### src/rtl/mem_bank_write_arbiter.sv
// mem_bank_write_arbiter
// Shares the single write port of a multi-bank operator-state memory between
// the operator pipeline writeback (absolute priority, never stalled) and
// host register writes buffered in a small FIFO. Also sequences the memory's
// bulk clear and guards it with a watchdog.
//
// Optional feature: define MEM_ARB_HOST_AGING_EN to enable host aging. A host
// write that has waited 15 cycles at the FIFO head is then granted once in
// place of the pipeline, and the displaced pipeline write is dropped and
// counted. Without the macro the pipeline always wins and the host can starve.

module mem_bank_write_arbiter #(
    parameter int DATA_WIDTH    = 16,
    parameter int DEPTH         = 18,
    parameter int NUM_BANKS     = 2,
    parameter int BANK_WIDTH    = $clog2(NUM_BANKS),
    parameter int FIFO_DEPTH    = 4,
    parameter int CLEAR_TIMEOUT = 256
) (
    input  logic                      clk,
    input  logic                      reset,
    input  logic                      clear_req,
    output logic                      clear_busy,
    output logic                      clear_error,
    input  logic                      host_wr_valid,
    output logic                      host_wr_ready,
    input  logic [BANK_WIDTH-1:0]     host_wr_bank,
    input  logic [$clog2(DEPTH)-1:0]  host_wr_addr,
    input  logic [DATA_WIDTH-1:0]     host_wr_data,
    input  logic                      pipe_wr_valid,
    input  logic [BANK_WIDTH-1:0]     pipe_wr_bank,
    input  logic [$clog2(DEPTH)-1:0]  pipe_wr_addr,
    input  logic [DATA_WIDTH-1:0]     pipe_wr_data,
    output logic                      mem_reset_mem,
    output logic                      mem_wea,
    output logic [BANK_WIDTH-1:0]     mem_banka,
    output logic [$clog2(DEPTH)-1:0]  mem_addra,
    output logic [DATA_WIDTH-1:0]     mem_dia,
    input  logic                      mem_reset_done_pulse,
    output logic [7:0]                pipe_drop_count
);

    localparam int ADDR_WIDTH = $clog2(DEPTH);
    localparam int FIFO_AW    = $clog2(FIFO_DEPTH);
    localparam int PTR_W      = FIFO_AW + 1;
    localparam int ENTRY_W    = BANK_WIDTH + ADDR_WIDTH + DATA_WIDTH;
    localparam int WD_W       = $clog2(CLEAR_TIMEOUT + 1);

    typedef enum logic [1:0] {
        IDLE        = 2'd0,
        CLEAR_START = 2'd1,
        CLEARING    = 2'd2
    } state_t;

    state_t state;
    state_t state_next;

    // Host write queue: storage is not reset, only the pointers are.
    logic [ENTRY_W-1:0] fifo_mem [FIFO_DEPTH];
    logic [PTR_W-1:0]   wr_ptr;
    logic [PTR_W-1:0]   rd_ptr;
    logic               fifo_empty;
    logic               fifo_full;
    logic [ENTRY_W-1:0] fifo_head;

    logic [WD_W-1:0]    watchdog;

    logic push;
    logic grant_pipe;
    logic grant_host;
    logic drop_pipe;
    logic flush;
    logic wd_clear;
    logic wd_inc;
    logic error_next;
    logic reset_mem_next;
    logic aging_hit;

    assign fifo_empty = (wr_ptr == rd_ptr);
    assign fifo_full  = (wr_ptr[PTR_W-1] != rd_ptr[PTR_W-1]) &&
                        (wr_ptr[PTR_W-2:0] == rd_ptr[PTR_W-2:0]);
    assign fifo_head  = fifo_mem[rd_ptr[FIFO_AW-1:0]];

    // Ready excludes clear_req so a push can never coincide with the flush.
    assign host_wr_ready = !reset && (state == IDLE) && !fifo_full && !clear_req;
    assign push          = host_wr_valid && host_wr_ready;
    assign clear_busy    = (state != IDLE);

`ifdef MEM_ARB_HOST_AGING_EN
    logic [3:0] age_cnt;

    assign aging_hit = (state == IDLE) && (age_cnt == 4'd15) && !fifo_empty && !clear_req;

    // Age of the FIFO head: counts ungranted waiting cycles in IDLE.
    always_ff @(posedge clk) begin
        if (reset) begin
            age_cnt <= 4'd0;
        end else if ((state != IDLE) || fifo_empty || grant_host) begin
            age_cnt <= 4'd0;
        end else if (age_cnt != 4'd15) begin
            age_cnt <= age_cnt + 4'd1;
        end
    end
`else
    assign aging_hit = 1'b0;
`endif

    // State register.
    always_ff @(posedge clk) begin
        if (reset) begin
            state <= IDLE;
        end else begin
            state <= state_next;
        end
    end

    // Next state, arbitration and clear sequencing.
    // A clear accepted in IDLE discards the queue, so the host is not granted
    // on that cycle; the pipeline still is.
    always_comb begin
        state_next     = state;
        grant_pipe     = 1'b0;
        grant_host     = 1'b0;
        drop_pipe      = 1'b0;
        flush          = 1'b0;
        wd_clear       = 1'b0;
        wd_inc         = 1'b0;
        error_next     = 1'b0;
        reset_mem_next = 1'b0;
        case (state)
            IDLE: begin
                if (aging_hit) begin
                    grant_host = 1'b1;
                    drop_pipe  = pipe_wr_valid;
                end else if (pipe_wr_valid) begin
                    grant_pipe = 1'b1;
                end else if (!fifo_empty && !clear_req) begin
                    grant_host = 1'b1;
                end
                if (clear_req) begin
                    state_next = CLEAR_START;
                    flush      = 1'b1;
                end
            end
            CLEAR_START: begin
                reset_mem_next = 1'b1;
                wd_clear       = 1'b1;
                drop_pipe      = pipe_wr_valid;
                state_next     = CLEARING;
            end
            CLEARING: begin
                drop_pipe = pipe_wr_valid;
                if (mem_reset_done_pulse) begin
                    state_next = IDLE;
                end else if (watchdog == WD_W'(CLEAR_TIMEOUT - 1)) begin
                    state_next = IDLE;
                    error_next = 1'b1;
                end else begin
                    wd_inc = 1'b1;
                end
            end
            default: begin
                state_next = IDLE;
            end
        endcase
    end

    // FIFO pointers: wrap naturally, flushed when a clear is accepted.
    always_ff @(posedge clk) begin
        if (reset || flush) begin
            wr_ptr <= '0;
            rd_ptr <= '0;
        end else begin
            if (push) begin
                wr_ptr <= wr_ptr + PTR_W'(1);
            end
            if (grant_host) begin
                rd_ptr <= rd_ptr + PTR_W'(1);
            end
        end
    end

    // FIFO storage write.
    always_ff @(posedge clk) begin
        if (push) begin
            fifo_mem[wr_ptr[FIFO_AW-1:0]] <= {host_wr_bank, host_wr_addr, host_wr_data};
        end
    end

    // Clear watchdog.
    always_ff @(posedge clk) begin
        if (reset || wd_clear) begin
            watchdog <= '0;
        end else if (wd_inc) begin
            watchdog <= watchdog + WD_W'(1);
        end
    end

    // Registered memory write port, one cycle after the grant.
    always_ff @(posedge clk) begin
        if (reset) begin
            mem_wea   <= 1'b0;
            mem_banka <= '0;
            mem_addra <= '0;
            mem_dia   <= '0;
        end else begin
            mem_wea <= grant_pipe || grant_host;
            if (grant_pipe) begin
                mem_banka <= pipe_wr_bank;
                mem_addra <= pipe_wr_addr;
                mem_dia   <= pipe_wr_data;
            end else if (grant_host) begin
                {mem_banka, mem_addra, mem_dia} <= fifo_head;
            end
        end
    end

    // Registered clear strobes: memory reset and watchdog error pulse.
    always_ff @(posedge clk) begin
        if (reset) begin
            mem_reset_mem <= 1'b0;
            clear_error   <= 1'b0;
        end else begin
            mem_reset_mem <= reset_mem_next;
            clear_error   <= error_next;
        end
    end

    // Saturating count of dropped pipeline writes.
    always_ff @(posedge clk) begin
        if (reset) begin
            pipe_drop_count <= 8'd0;
        end else if (drop_pipe && (pipe_drop_count != 8'hFF)) begin
            pipe_drop_count <= pipe_drop_count + 8'd1;
        end
    end

endmodule

### config.mk
export PLATFORM = sky130hd
export DESIGN_NAME = mem_bank_write_arbiter
export DESIGN_NICKNAME = d
export VERILOG_FILES = /design/src/rtl/mem_bank_write_arbiter.sv
export SDC_FILE = /design/constraint.sdc
export NUM_CORES = 1
export LEC_CHECK = 0
export CORE_MARGIN = 2
export CORE_UTILIZATION = 50
export CTS_CLUSTER_SIZE = 40
export DETAILED_ROUTE_END_ITERATION = 10
export PLACE_DENSITY = 0.78
export SYNTH_ARGS = -nofsm -noshare
export SYNTH_HDL_FRONTEND = slang
export SYNTH_SLANG_ARGS = --single-unit
### constraint.sdc
create_clock -name clk -period 2.5 [get_ports clk]
set_input_delay 0.625 -clock clk [delete_from_list [all_inputs] [get_ports clk]]
set_output_delay 0.625 -clock clk [all_outputs]
set_load 0.1 [all_outputs]
==> run summary <==
1st-iter DRT viols = 306
Main synth FF type = edfxtp_1
Placeable Area = 11300 um2
post-synthesis compound-gate area fraction = 0.101
synthesized instance count = 397
Critical Path Fanout Max = 3
simple-gate portion of the synthesized area = 0.0854
hold_sp = watchdog[8]$_SDFFE_PP0P_
routed via count = 3642
TritonCTS Sinks = 140
Post-route DRC = 0
Max-Cap Viols = 0
Inserted Clock Buffers = 17
Startpoint Class = primary input
Lkg Pwr = 2.64 nW
Pint = 4.74 mW
Tmin final = 2.40 ns
Post-synth EDFFs = 88
Post-Synth Adder-Cell Area = 0.0261
post_cts resized = 0
Peak VDD IR = 0.663 mV
R2R Path Start = state[1]$_SDFFE_PP0P_
CTS Hold Buffers Added = 0
Avg WL per Cell = 18.8 um
Final setup viols = 0
Unique masters post-synth = 42
internal reg-to-reg setup slack = 0.55 ns
Slew HR = 0.652
Final #Nets = 557
Worst EP required = 1.88 ns
ANT nets after route = 0
final core occ = 0.660
synth warn = 0
Pwr Total = 6.87 mW
crit path kind = primary input to primary output
initial core utilization = 0.509
HPWL after DPL = 8120 um
Arrival @ worst endpoint = 1.77 ns
clock slew at reported path FFs = 0.06 ns
H-tree levels = 4
clock root buffer = clkbuf_16
post-synthesis mux area share = 0.0965
Global Route Usage Sum = 0.210
post-route clock skew = 0.0104 ns
GRT overflow = 0
final period utilization = 0.959
status = completed
Switching Share = 0.311
hold path cells = 2
Cell Rows = 39
Worst Reg-to-Reg Cells = 6
Cell Pwr Density = 919 nW/um2
# IOs = 85
XOR/XNOR Fraction of Synth Area = 0.0254
vias per cell = 5.59
Mapped Nets = 459
final hold violations = 0
Hold Path Class = flop to flop
DRT Wirelength = 12200 um
FMAX = 417 MHz
worst hold endpoint = watchdog[8]$_SDFFE_PP0P_
share of layout cells above drive strength 1 = 0.278
Die Area = 12400 um2
Gate power share = 0.225
CTS max path bufs = 2
routability cong. = 0.800
Clk pwr share = 0.390
chip width = 111 um
first-pass GRT wire length = 20100 um
largest net degree at the start of global routing = 29
Crit. End Element = primary output
Setup Buffers After CTS = 0
via count of the first global-routing pass = 3841
largest family of logic cells by synthesized area = compound AO/OA/AOI/OAI gates
CTS tree = built
I/O Buffers = 84
Syn Area/Cell = 14.5 um2
Mapped Area = 5760 um2
Die H = 111 um
Area growth syn-to-layout = 29.8%
drt pass-1 iters = 4
measured slew at the worst slew-check pin = 0.522 ns
ys async rst share = 0
r2r endpoint = fifo_mem[1][0]$_DFFE_PP_
sequential share of the synthesized area = 0.640
initial antenna violation count = 0
RSZ-0062 raised after global routing = no
# diodes = 0
Final Slew Violations = 0
clock network latency to the later pin of the worst-skew pair = 0.42 ns
proportion of power drawn by flip-flops and latches = 0.385
Yosys reg bits = 140
Net Sw Power = 2.14 mW
## registers in the layout (all words and copies together) (netlist names), named ones only
| name | flops |
|---|---|
| fifo_mem | 88 |
| mem_dia | 16 |
| watchdog | 9 |
| pipe_drop_count | 8 |
| mem_addra | 5 |
| rd_ptr | 3 |
| wr_ptr | 3 |
| state | 2 |
| clear_error | 1 |
| mem_banka | 1 |
| mem_reset_mem | 1 |
| mem_wea | 1 |
## synth_stat cells (2+ instances only)
cell	number	area share
edfxtp_1	88	0.46
nand2_1	53	0.035
dfxtp_1	52	0.18
a21oi_1	27	0.023
mux4_2	22	0.086
a311oi_2	21	0.055
nor2_1	21	0.014
clkbuf_1	13	0.0085
ha_1	12	0.026
xor2_1	10	0.015
inv_1	7	0.0046
mux2i_1	6	0.010
a311oi_1	5	0.0076
and2_1	5	0.0054
nand3_1	5	0.0043
nand4_1	5	0.0054
and3_1	4	0.0043
and4_1	3	0.0046
buf_2	3	0.0026
buf_6	3	0.0059
o21ai_1	3	0.0026
xnor2_1	3	0.0046
buf_4	2	0.0026
inv_2	2	0.0013
nand2b_1	2	0.0022
nor2b_1	2	0.0022
o211ai_1	2	0.0026
xnor2_2	2	0.0056
## per-stage QoR
step	std cells	setup slack [ns]	hold WS, ns	setup TNS, ns	cell area [um2]
floorplan	397	-0.0477	0.471	-1.05	5790
global placement	619	0.109	0.478	0	6840
detailed placement	619	0.120	0.489	0	6840
CTS	651	0.109	0.497	0	7480
global route	651	0.0229	0.538	0	7480
finish	651	0.101	0.496	0	7480
## power by group through the flow
stage	Clock [mW]	Sequential, mW	Combinational [mW]
after detailed placement	0	2.69	1.55
after global routing	2.80	2.65	1.63
final	2.68	2.64	1.55
after global placement	0	2.68	1.53
after CTS	2.70	2.64	1.56
after floorplan	0	3.25	0.572
## cells in the final DEF, fill, tap and decap left out, types with 11 or more instances in the layout
cell type and instances:
a21oi_1 26, a311oi_2 21, buf_4 44, clkbuf_16 17, clkdlybuf4s50_1 48, dfxtp_1 51, edfxtp_1 88, ha_1 11
mux4_2 22, nand2_1 53, nor2_1 20
## kinds of logic (layout without fill, tap and decap cells)
| family | Yosys count | after routing |
|---|---|---|
| buf+inv | 31 | 142 |
| xor+xnor | 15 | 15 |
| fa+ha+maj | 12 | 12 |
| flops | 140 | 140 |
| mux | 28 | 28 |
| compound gates | 65 | 65 |
| simple gates | 106 | 106 |
## worst max-delay path: stages
cell             delay, ns
clkdlybuf4s50_1       0.43
nand2b_4              0.18
a311oi_4              0.31
buf_12                0.22
## worst max path at each step
| stage | from | endpoint | slack, ns |
|---|---|---|---|
| after global routing | state[1]$_SDFFE_PP0P_ | host_wr_ready | 0.02 |
| after detailed placement | clear_req | fifo_mem[1][0]$_DFFE_PP_ | 0.12 |
| after CTS | clear_req | host_wr_ready | 0.11 |
| after floorplan | clear_req | fifo_mem[3][0]$_DFFE_PP_ | -0.05 |
| after global placement | clear_req | host_wr_ready | 0.11 |
| final | clear_req | host_wr_ready | 0.10 |
## per-layer routing
layer | track usage | vias to the layer above | part of all wire
li1 | - | 1708 | -
met1 | 0.268 | 1788 | 0.41
met2 | 0.349 | 133 | 0.50
met3 | 0.0563 | 13 | 0.069
met4 | 0.0774 | 0 | 0.012
met5 | 0 | - | 0
## final cells by class
type / count / area [um2]
tap: 143 / 179
inverter: 9 / 33.8
sequential: 140 / 3680
multi-input combinational: 226 / 1960
clock inverter: 13 / 186
clock buffer: 19 / 453
fill: 819 / 3840
timing repair buffer: 101 / 976
(Power assumes the default switching activity.)
